[src/rtl/sequential_divider_pkg.sv]
// Shared encodings and helpers for the restoring sequential divider.
// Also used by the optional signed build (SEQUENTIAL_DIVIDER_SIGNED_EN).
package sequential_divider_pkg;

  localparam logic [1:0] SM_IDLE = 2'b00;
  localparam logic [1:0] SM_DIV  = 2'b01;
  localparam logic [1:0] SM_DONE = 2'b10;

  // Width of a down-counter that must hold n-1.
  function automatic int cnt_width(input int n);
    return (n <= 2) ? 1 : $clog2(n);
  endfunction

endpackage

[src/rtl/sequential_divider_step.sv]
// One restoring shift-and-subtract iteration: shift in a dividend bit,
// subtract the divisor when it fits, and report the quotient bit.
module sequential_divider_step #(
  parameter int DW = 8
) (
  input  logic [DW:0]   p_i,
  input  logic          bit_i,
  input  logic [DW-1:0] div_i,
  output logic [DW:0]   p_o,
  output logic          q_o
);

  logic [DW+1:0] ext;

  // The incoming P is always below the divisor, so its top bit is zero and
  // the widened shift is numerically identical to {P[DW-1:0], bit}.
  always_comb begin
    ext = {p_i, bit_i};
    q_o = (ext >= {2'b00, div_i});
    p_o = q_o ? (DW+1)'(ext - {2'b00, div_i}) : ext[DW:0];
  end

endmodule

[src/rtl/sequential_divider.sv]
// Restoring sequential divider, one quotient bit per clock, valid/accept handshake.
// Define SEQUENTIAL_DIVIDER_SIGNED_EN for two's-complement operands.
//
//  state   | meaning
//  SM_IDLE | waiting for i_valid; operands captured on the request edge
//  SM_DIV  | N shift-and-subtract iterations, MSB first
//  SM_DONE | result presented, o_accept high until i_valid drops
module sequential_divider
  import sequential_divider_pkg::*;
#(
  parameter int DATA_WIDTH_N = 8,
  parameter int DATA_WIDTH_D = 8
) (
  input  logic                    i_clk,
  input  logic                    i_nrst,
  input  logic [DATA_WIDTH_N-1:0] i_n,
  input  logic [DATA_WIDTH_D-1:0] i_d,
  input  logic                    i_valid,
  output logic [DATA_WIDTH_N-1:0] o_q,
  output logic [DATA_WIDTH_D-1:0] o_r,
  output logic                    o_div_zero,
  output logic                    o_accept
);

  localparam int N  = DATA_WIDTH_N;
  localparam int D  = DATA_WIDTH_D;
  localparam int CW = cnt_width(N);
  localparam logic [CW-1:0] CNT_LAST = CW'(N - 1);

  logic [1:0]    state_q, state_d;
  logic [CW-1:0] cnt_q, cnt_d;
  logic [N-1:0]  n_q, n_d;
  logic [D-1:0]  div_q, div_d;
  logic [D:0]    p_q, p_d;
  logic [N-1:0]  oq_q, oq_d;
  logic [D-1:0]  or_q, or_d;
  logic          dz_q, dz_d;

  logic [D:0]    step_p;
  logic          step_bit;
  logic [N-1:0]  n_cap, zero_q, quot_raw, quot_fix;
  logic [D-1:0]  div_cap, rem_fix;

`ifdef SEQUENTIAL_DIVIDER_SIGNED_EN
  logic          qneg_q, qneg_d;
  logic          rneg_q, rneg_d;
`endif

  sequential_divider_step #(.DW(D)) u_step (
    .p_i   (p_q),
    .bit_i (n_q[N-1]),
    .div_i (div_q),
    .p_o   (step_p),
    .q_o   (step_bit)
  );

  // n_q doubles as the quotient: dividend bits leave at the top while
  // quotient bits enter at the bottom.
  assign quot_raw = {n_q[N-2:0], step_bit};

`ifdef SEQUENTIAL_DIVIDER_SIGNED_EN
  // A D-bit magnitude register suffices: |most-negative| = 2^(D-1) fits unsigned.
  always_comb begin
    n_cap    = i_n[N-1] ? -i_n : i_n;
    div_cap  = i_d[D-1] ? -i_d : i_d;
    zero_q   = i_n[N-1] ? {{(N-1){1'b0}}, 1'b1} : {N{1'b1}};
    quot_fix = qneg_q ? -quot_raw : quot_raw;
    rem_fix  = rneg_q ? -step_p[D-1:0] : step_p[D-1:0];
  end
`else
  always_comb begin
    n_cap    = i_n;
    div_cap  = i_d;
    zero_q   = {N{1'b1}};
    quot_fix = quot_raw;
    rem_fix  = step_p[D-1:0];
  end
`endif

  always_comb begin
    state_d = state_q;
    cnt_d   = cnt_q;
    n_d     = n_q;
    div_d   = div_q;
    p_d     = p_q;
    oq_d    = oq_q;
    or_d    = or_q;
    dz_d    = dz_q;
`ifdef SEQUENTIAL_DIVIDER_SIGNED_EN
    qneg_d  = qneg_q;
    rneg_d  = rneg_q;
`endif
    case (state_q)
      SM_IDLE: begin
        if (i_valid) begin
          n_d   = n_cap;
          div_d = div_cap;
          p_d   = '0;
          cnt_d = CNT_LAST;
          oq_d  = '0;
          or_d  = '0;
          dz_d  = 1'b0;
`ifdef SEQUENTIAL_DIVIDER_SIGNED_EN
          qneg_d = i_n[N-1] ^ i_d[D-1];
          rneg_d = i_n[N-1];
`endif
          if (i_d == '0) begin
            oq_d    = zero_q;
            or_d    = i_n[D-1:0];
            dz_d    = 1'b1;
            state_d = SM_DONE;
          end else begin
            state_d = SM_DIV;
          end
        end
      end
      SM_DIV: begin
        p_d   = step_p;
        n_d   = quot_raw;
        cnt_d = cnt_q - 1'b1;
        if (cnt_q == '0) begin
          oq_d    = quot_fix;
          or_d    = rem_fix;
          state_d = SM_DONE;
        end
      end
      SM_DONE: begin
        if (!i_valid) state_d = SM_IDLE;
      end
      default: state_d = SM_IDLE;
    endcase
  end

  always_ff @(posedge i_clk) begin
    if (!i_nrst) begin
      state_q <= SM_IDLE;
      cnt_q   <= '0;
      n_q     <= '0;
      div_q   <= '0;
      p_q     <= '0;
      oq_q    <= '0;
      or_q    <= '0;
      dz_q    <= 1'b0;
`ifdef SEQUENTIAL_DIVIDER_SIGNED_EN
      qneg_q  <= 1'b0;
      rneg_q  <= 1'b0;
`endif
    end else begin
      state_q <= state_d;
      cnt_q   <= cnt_d;
      n_q     <= n_d;
      div_q   <= div_d;
      p_q     <= p_d;
      oq_q    <= oq_d;
      or_q    <= or_d;
      dz_q    <= dz_d;
`ifdef SEQUENTIAL_DIVIDER_SIGNED_EN
      qneg_q  <= qneg_d;
      rneg_q  <= rneg_d;
`endif
    end
  end

  assign o_q        = oq_q;
  assign o_r        = or_q;
  assign o_div_zero = dz_q;
  assign o_accept   = (state_q == SM_DONE);

endmodule

[config.mk]
export PLATFORM = sky130hd
export DESIGN_NAME = sequential_divider
export DESIGN_NICKNAME = d
export VERILOG_FILES = /design/src/rtl/sequential_divider_pkg.sv /design/src/rtl/sequential_divider_step.sv /design/src/rtl/sequential_divider.sv
export SDC_FILE = /design/constraint.sdc
export NUM_CORES = 1
export LEC_CHECK = 0
export CORE_MARGIN = 10
export CORE_UTILIZATION = 30
export CTS_BUF_LIST = sky130_fd_sc_hd__clkbuf_4 sky130_fd_sc_hd__clkbuf_8
export CTS_CLUSTER_DIAMETER = 120
export DETAILED_ROUTE_END_ITERATION = 10
export HOLD_SLACK_MARGIN = 0.1
export PLACE_DENSITY_LB_ADDON = 0.3
export SETUP_SLACK_MARGIN = 0.4
export SKIP_CTS_REPAIR_TIMING = 1
export SKIP_LAST_GASP = 1
export SYNTH_ARGS = -nofsm -noshare
export SYNTH_HDL_FRONTEND = slang
export SYNTH_SLANG_ARGS = --single-unit
[constraint.sdc]
create_clock -name i_clk -period 2.1 [get_ports i_clk]
set_input_delay 0.42 -clock i_clk [delete_from_list [all_inputs] [get_ports i_clk]]
set_output_delay 0.42 -clock i_clk [all_outputs]
set_load 0.005 [all_outputs]
== After elaboration in Yosys (flattened, before gate mapping) ==
Index checks and enable logic that the tools add are counted.

* Register bits after elaboration: 47
* Output and inout bits: 18
* Input bits: 19
* Word-level logic and storage cells: 45

* Reductions and logical operators: 8
* Eq/ne operators: 5
* Multiplexer cells: 21
* Add/sub/neg operators: 2
* Magnitude comparators: 1

{| class="wikitable"
|+ Operator list
! operator !! number
|-
| 8-bit two-way mux || 7
|-
| 8-bit case mux with 2 select lines || 3
|-
| 9-bit two-way mux || 2
|-
| 9-bit case mux with 2 select lines || 1
|-
| 10-bit by 8-bit greater-or-equal comparator with 1-bit output || 1
|-
| 9-bit by 8-bit subtractor with 9-bit output || 1
|-
| 8-bit logical NOT || 1
|-
| 2-bit two-way mux || 4
|-
| 2-bit inequality test, second input constant || 3
|-
| 2-bit case mux with 3 select lines || 1
|-
| 3-bit case mux with 2 select lines || 1
|-
| 3-bit AND reduction || 2
|-
| 2-bit AND reduction || 2
|-
| 3-bit logical NOT || 1
|-
| 3-bit two-way mux || 1
|-
| 3-bit by 1-bit subtractor with 3-bit output, second input constant || 1
|-
| 2-bit by 1-bit == test with 1-bit output, second input constant || 1
|-
| 2-bit == test, second input constant || 1
|-
| 2-bit logical NOT || 1
|-
| 2-bit nonzero test || 1
|-
| 1-bit two-way mux || 1
|}

== Logic depth before layout (Yosys ltp) ==
Gate-level depths: netlist (run 1).

* Word-level depth: 4
* Depth in mapped cells: 11
* Depth with buffers taken out: 9

== Hierarchy ==
From an unflattened synthesis (run 1), not the netlist that was laid out.

* Cell total of the unflattened synthesis: 305
* Area total of the unflattened synthesis: 2547.4 um^2

{| class="wikitable"
|+ Modules (own cells, without submodules)
! module !! sequential area each (um^2) !! area an instance (um^2) !! cells each !! instances
|-
| sequential_divider || 940.9 || 2024.4 || 230 || 1
|-
| sequential_divider_step || 0.0 || 523.0 || 75 || 1
|}

== Least setup slack after synthesis (run 1) ==
No wires, ideal clock.

* Path kind: reg2reg
* Start point: register n_q[7]
* End point: register p_q[8]
* Path buffers: 2
* Slack: -0.146 ns
* Arrival time: 2.128 ns
* Setup time: 0.117 ns
* Clock period less this slack: 2.246 ns
* Data required time: 1.983 ns
* Cell stages (with the launch flop): 11
* Cell sequence: dfxtp_1 -> inv_1 -> ha_1 -> inv_1 -> fa_1 -> nand3_1 -> a311oi_1 -> or4_1 -> buf_6 -> buf_8 -> a32o_1

* Word-level cells in the longest chain between the ends: 3
* Elaborated cells between the ends (all ways): 4
* Those cells by class: add/sub: 1; order compare: 1; mux: 2

{| class="wikitable"
|+ Ends and longest elaborated chain
! item !! line !! source
|-
| start, declared || sequential_divider.sv:32 || <nowiki>logic [N-1:0] n_q, n_d;</nowiki>
|-
| start signal, assigned || sequential_divider.sv:151 || <nowiki>n_q <= n_d;</nowiki>
|-
| 9-bit by 8-bit subtractor with 9-bit output / 10-bit by 8-bit greater-or-equal comparator with 1-bit output (equally long branches) || sequential_divider_step.sv:20, sequential_divider_step.sv:19 ||
|-
| 9-bit two-way mux (*) || sequential_divider_step.sv:20 || <nowiki>p_o = q_o ? (DW+1)'(ext - {2'b00, div_i}) : ext[DW:0];</nowiki>
|-
| 9-bit case mux with 2 select lines (*) || sequential_divider.sv:93 || <nowiki>case (state_q)</nowiki>
|-
| end signal, assigned || sequential_divider.sv:153 || <nowiki>p_q <= p_d;</nowiki>
|-
| end, declared || sequential_divider.sv:34 || <nowiki>logic [D:0] p_q, p_d;</nowiki>
|}

Mark *: on every way between the ends. The rest lies on a longest branch, timed or not.
A chain may end at the register's enable or synchronous reset.

== Worst setup path in the final report (run 1) ==
* Start point: register div_q[0]
* End point: register p_q[8]

* Word-level cells in the longest chain between the ends: 3
* Elaborated cells between the ends (all ways): 4
* Those cells by class: add/sub: 1; order compare: 1; mux: 2

{| class="wikitable"
|+ Ends and longest elaborated chain
! item !! line !! source
|-
| start, declared || sequential_divider.sv:33 || <nowiki>logic [D-1:0] div_q, div_d;</nowiki>
|-
| start signal, assigned || sequential_divider.sv:152 || <nowiki>div_q <= div_d;</nowiki>
|-
| 9-bit by 8-bit subtractor with 9-bit output / 10-bit by 8-bit greater-or-equal comparator with 1-bit output (equally long branches) || sequential_divider_step.sv:20, sequential_divider_step.sv:19 ||
|-
| 9-bit two-way mux (*) || sequential_divider_step.sv:20 ||
|-
| 9-bit case mux with 2 select lines (*) || sequential_divider.sv:93 ||
|}

Marked as above.

==> results of run 1 <==
## cells in the mapped netlist, types with 2 or more instances
cell type / n / area share [%]
a21oi_2: 2 / 0.69
nor2_1: 20 / 3.0
a31oi_1: 7 / 1.7
buf_2: 3 / 0.60
dfxtp_1: 47 / 37
ha_1: 10 / 5.0
mux2i_1: 7 / 2.8
a32oi_1: 3 / 1.0
a21boi_0: 10 / 3.0
a21oi_1: 32 / 6.3
o22ai_1: 3 / 0.74
nand3_1: 16 / 3.2
nand2b_1: 3 / 0.74
or4_1: 3 / 0.89
o21ai_0: 37 / 7.3
o31ai_1: 2 / 0.60
o211a_1: 2 / 0.79
a211o_1: 4 / 1.4
and2_1: 2 / 0.50
nor2b_1: 6 / 1.5
clkbuf_1: 12 / 1.8
o21ai_1: 2 / 0.40
xor2_1: 4 / 1.4
nand2_1: 44 / 6.5
inv_1: 15 / 2.2
## through the flow
stage	area [µm²]	setup slack (ns)
finish	3480	-0.0369
global route	3480	-0.136
CTS	3310	-0.0527
detailed placement	3170	-0.160
global placement	3170	-0.100
floorplan	2560	-0.0462
## flip-flops by register name (all words and copies together), names as in the netlist
signal      cells
cnt_q           3
div_q           8
n_q             8
o_div_zero      1
o_q             8
o_r             8
p_q             9
state_q         2
## power by group through the flow
| stage | Clock, mW | Combinational (mW) | Sequential (mW) |
|---|---|---|---|
| 6_report | 0.827 | 1.27 | 1.09 |
| 4_1_cts | 0.839 | 1.12 | 1.08 |
| 3_3_place_gp | 0 | 1.10 | 1.09 |
| 2_1_floorplan | 0 | 0.773 | 1.07 |
| 5_1_grt | 0.869 | 1.40 | 1.10 |
| 3_5_place_dp | 0 | 1.12 | 1.10 |
## path summary, 6_finish.rpt
path	cells past startpoint	from	end	slack (ns)
min	2	div_q[7]	div_q[7]	0.47
max	8	div_q[0]	p_q[8]	-0.04
max reg2reg	8	div_q[0]	p_q[8]	-0.04
min reg2reg	2	div_q[7]	div_q[7]	0.47
## per-layer routing
| layer | share of wire, % | vias up | global-route usage, % |
|---|---|---|---|
| li1 | - | 1250 | - |
| met1 | 50 | 1149 | 15.4 |
| met2 | 44 | 61 | 17.5 |
| met3 | 4.7 | 6 | 2.47 |
| met4 | 1.6 | 0 | 3.77 |
| met5 | 0 | - | 0 |
## kinds of logic (layout without fill, tap and decap cells)
group	Yosys count	in the layout	share of synthesized area, %
buffers and inverters	34	92	5.95
DFF	47	47	37.3
and+or+nand+nor	101	101	18.8
AOI/OAI and AO/OA	115	115	27.7
adders and majority gates	11	11	5.75
xor gates and xnor gates	5	5	1.74
muxes	7	7	2.78
## cell type report
type / instances / area, µm² / area share [%]
Timing Repair Buffer: 68 / 616 / 17.7
Clock inverter: 3 / 71.3 / 2.05
Sequential cell: 47 / 951 / 27.4
Inverter: 16 / 60.1 / 1.73
Tap cell: 105 / 131 / 3.78
Clock buffer: 5 / 68.8 / 1.98
Multi-Input combinational cell: 239 / 1580 / 45.4
## worst max-delay path, delay by kind of cell (launching register included)
family | cells | cell delay (ns)
flops | 1 | 0.38
simple gates | 2 | 0.60
compound gates | 2 | 0.35
fa+ha+maj | 2 | 0.48
buf+inv | 2 | 0.20
==> flow_summary.toml, run 1 <==
[drt]
vias = 2466
drt_iter0_drc = 129
wirelength_um = 7280
viasPerCell = 5.11
drt_first_pass_iters = 4
postRouteAntennaNets = 0
wl_per_cell_um = 15.1
drc = 0

[power_and_ir_drop]
switching_power_mw = 1.09
intPower_mw = 2.10
switching_share_pct = 34.1
combPwrFrac_pct = 39.9
ir_drop_v = 0.000425
power.leakage_nw = 1.33
p_total_mw = 3.18
pwr-share-seq_pct = 34.1
p_clk_share_pct = 26.0
powerDensity_nw_per_um2 = 916

[grt]
track_usage_pct = 11.4
grt_max_degree = 23
globalRoute.totalOverflow = 0
grt_pass1_vias = 2431
grt_pass1_wl_um = 12000
antenna_found_initial = 0

[critical_path]
endpoint_kind = "flip-flop"
slowest_delay_ns = 0.51
slowest_stage = "or4_4"
path_max_fanout = 15
worstPathRequired_ns = 2.30
criticalPathCategory = "reg -> reg"
critPathArrivalTime_ns = 2.34
worstSetupStartpointType = "flip-flop"
path_cells = "ha_4 -> inv_2 -> fa_2 -> nand3_2 -> a311oi_2 -> or4_4 -> buf_12 -> a32o_1"

[sta]
worstMarginPinSlew_ns = 0.714
tns_ns = -0.165
setup_slack_ns = -0.0369
rsz0062_at_grt = "yes"
relSlewSlack_pct = 52.3
fin_skew_ns = 0.00929
slew_violations = 0
hold_ws_ns = 0.467
fin_crit_sh_pct = 102
finalSetupViolations = 7
fmax_ghz = 0.468
post-route-min-period_ns = 2.14
hold_viol = 0

[layout]
drive_gt1_share_pct = 19.8
area.growth.synth_to_final_pct = 37.8
fin_util_pct = 42.3
layout_common_cells = "nand2_1 (44), dfxtp_1 (39), clkdlybuf4s50_1 (35), o21ai_0 (31), buf_4 (31)"
final_common_cell = "nand2_1"
antennaDiodeCount = 0
num-nets-final = 407
nFillCells = 826
fin_cells = 483

[synth]
synthCells = 320
ys_warn_count = 0
synth_area_per_cell_um2 = 7.88
synth_area_um2 = 2520
synthArstFlopShare_pct = 0
ys_ff_latch = 47
ys.flop_type = "dfxtp_1"
synth_edf_count = 0
yosysSeqAreaShare_pct = 37.3
synth_nets = 350
yosysUniqueCellTypes = 49

[clocking]
cts_root_buf = "clkbuf_8"
clk_transition_reported_paths_ns = 0.10
clkLatencyLatePin_ns = 0.31
cts_tree = "built"
clk_path_buf_depth = 2
cts.sinks = 47
h-tree-depth = 2
cts_buffers = 5

[hold_path]
min_path_type = "reg -> reg"

[floorplan]
die_h_um = 112
ios = 37
fp.dieW_um = 112
dieArea_um2 = 12500
rows = 33
start_util_pct = 30.7
coreArea_um2 = 8220

[place]
place_congestion = 0.817
detailed_place_hpwl_um = 5570
dpl.cell_count = 472
port_buffers = 36

[status]
violations = "negative setup slack"
outcome = "finished, violations left"

[job]
drv_cap = 0
Note: power is estimated with default switching activity, not from simulation.
==> run 2, diff against run 1 <==
--- a/constraint.sdc
+++ b/constraint.sdc
@@ -3,2 +3,2 @@
 set_output_delay 0.42 -clock i_clk [all_outputs]
-set_load 0.005 [all_outputs]
+set_load 0.02 [all_outputs]
==> run 2 against run 1 <==
The flow still finishes with violations (negative setup slack). Final area grew 1.2%. Cell count is the same. Count of clock-buffer cells in the layout is the same. Sequential share of layout area shrank 0.36 points. Register-to-register slack is essentially flat. Setup slack gained 0.0082 ns. Sequential power is essentially flat. Power grew 1.1%. Non-clock buffer count is the same. Die area is the same. Combinational power grew 3%. Critical path type unchanged. Largest cell class unchanged. Largest power group unchanged.
==> flow_summary.toml, run 2 (synthesis gave the netlist of run 1 again) <==
[status]
outcome = "finished, violations left"
violations = "negative setup slack"

[grt]
globalRoute.totalOverflow = 0
track_usage_pct = 11.4
grt_max_degree = 23
antenna_found_initial = 0
grt_pass1_vias = 2431
grt_pass1_wl_um = 12000

[sta]
hold_viol = 0
relSlewSlack_pct = 52.5
fin_crit_sh_pct = 101
finalSetupViolations = 5
fin_skew_ns = 0.00953
tns_ns = -0.128
worstMarginPinSlew_ns = 0.711
rsz0062_at_grt = "yes"
post-route-min-period_ns = 2.13
setup_slack_ns = -0.0286
fmax_ghz = 0.470
slew_violations = 0

[layout]
largest-register = "p_q"
layout_common_cells = "nand2_1 (44), dfxtp_1 (40), o21ai_0 (31), buf_4 (31), a21oi_1 (30)"
drive_gt1_share_pct = 19.6
largest_reg_flops = 9
final_common_cell = "nand2_1"
antennaDiodeCount = 0
area.growth.synth_to_final_pct = 39.4
num-nets-final = 407
fin_area_um2 = 3520

[power_and_ir_drop]
powerDensity_nw_per_um2 = 916
power.leakage_nw = 1.60
ir_drop_v = 0.000426

[drt]
wl_per_cell_um = 15.2
drt_first_pass_iters = 4
vias = 2471
wirelength_um = 7330
drc = 0
drt_iter0_drc = 130
viasPerCell = 5.12
postRouteAntennaNets = 0

[clocking]
cts_root_buf = "clkbuf_8"
cts.sinks = 47
clk_path_buf_depth = 2
cts_buffers = 5
clk_transition_reported_paths_ns = 0.09
h-tree-depth = 2
cts_tree = "built"
clkLatencyLatePin_ns = 0.31

[floorplan]
die_h_um = 112
fp.dieW_um = 112
ios = 37
start_util_pct = 30.7
rows = 33
dieArea_um2 = 12500
coreArea_um2 = 8220

[job]
drv_cap = 0

[critical_path]
worstPathRequired_ns = 2.30
timing.rr.start = "div_q[0]"
worstSetupStartpointType = "flip-flop"
critPathArrivalTime_ns = 2.33
endpoint_kind = "flip-flop"
path_max_fanout = 15
criticalPathCategory = "reg -> reg"
crit_start = "div_q[0]"

[hold_path]
min-delay-start = "div_q[7]"
min_path_type = "reg -> reg"

[place]
place_area_um2 = 3170
port_buffers = 36
detailed_place_hpwl_um = 5570
place_congestion = 0.817
==> run 2: area by class of cell <==
type	instances	area, µm²
clock buffers	5	68.8
clock inverters	3	71.3
fillers	821	4700
inverters	16	60.1
multi-input cells	239	1580
flip-flops and latches	47	950
well taps	105	131
repair buffers	68	658
==> run 2: worst paths after layout <==
| check | to | slack [ns] | cells past startpoint |
|---|---|---|---|
| hold reg to reg | div_q[7] | 0.47 | 2 |
| setup reg to reg | p_q[8] | -0.03 | 8 |
| hold / removal | div_q[7] | 0.47 | 2 |
| setup / recovery | p_q[8] | -0.03 | 8 |
==> run 2: layer usage <==
| layer | track usage (%) | up-vias | part of all wire (%) |
|---|---|---|---|
| li1 | - | 1250 | - |
| met1 | 15.4 | 1170 | 50 |
| met2 | 17.5 | 47 | 45 |
| met3 | 2.47 | 4 | 3.9 |
| met4 | 3.77 | 0 | 1.2 |
| met5 | 0 | - | 0 |
==> run 2: power breakdown <==
| group | leakage (nW) | switching [mW] | internal (mW) | total [mW] |
|---|---|---|---|---|
| sequential | 0.389 | 0.0869 | 0.998 | 1.08 |
| combinational | 1.14 | 0.701 | 0.609 | 1.31 |
| clock | 0.0703 | 0.342 | 0.483 | 0.826 |
==> run 2: stage by stage <==
step	std cells	hold slack, ns	power (mW)	setup WS (ns)	util (%)
after global placement	472	0.453	2.25	-0.100	38.6
after floorplan	320	0.439	1.89	-0.0462	-
final	483	0.467	3.22	-0.0286	42.8
after global routing	483	0.502	3.41	-0.136	42.8
after detailed placement	472	0.461	2.26	-0.160	38.6
after CTS	480	0.474	3.09	-0.0527	40.3
==> run 2: worst max-delay path, stage by stage, from the launching register on <==
cell	delay (ns)
dfxtp_2	0.38
ha_4	0.14
inv_2	0.03
fa_2	0.34
nand3_2	0.09
a311oi_2	0.10
or4_4	0.51
buf_12	0.17
a32o_1	0.24
==> run 3, diff against run 2 <==
HOLD_SLACK_MARGIN = 0.05   (was 0.1)
==> results of run 3 <==
No change in the layout: final DEF, timing and power equal those of run 2.
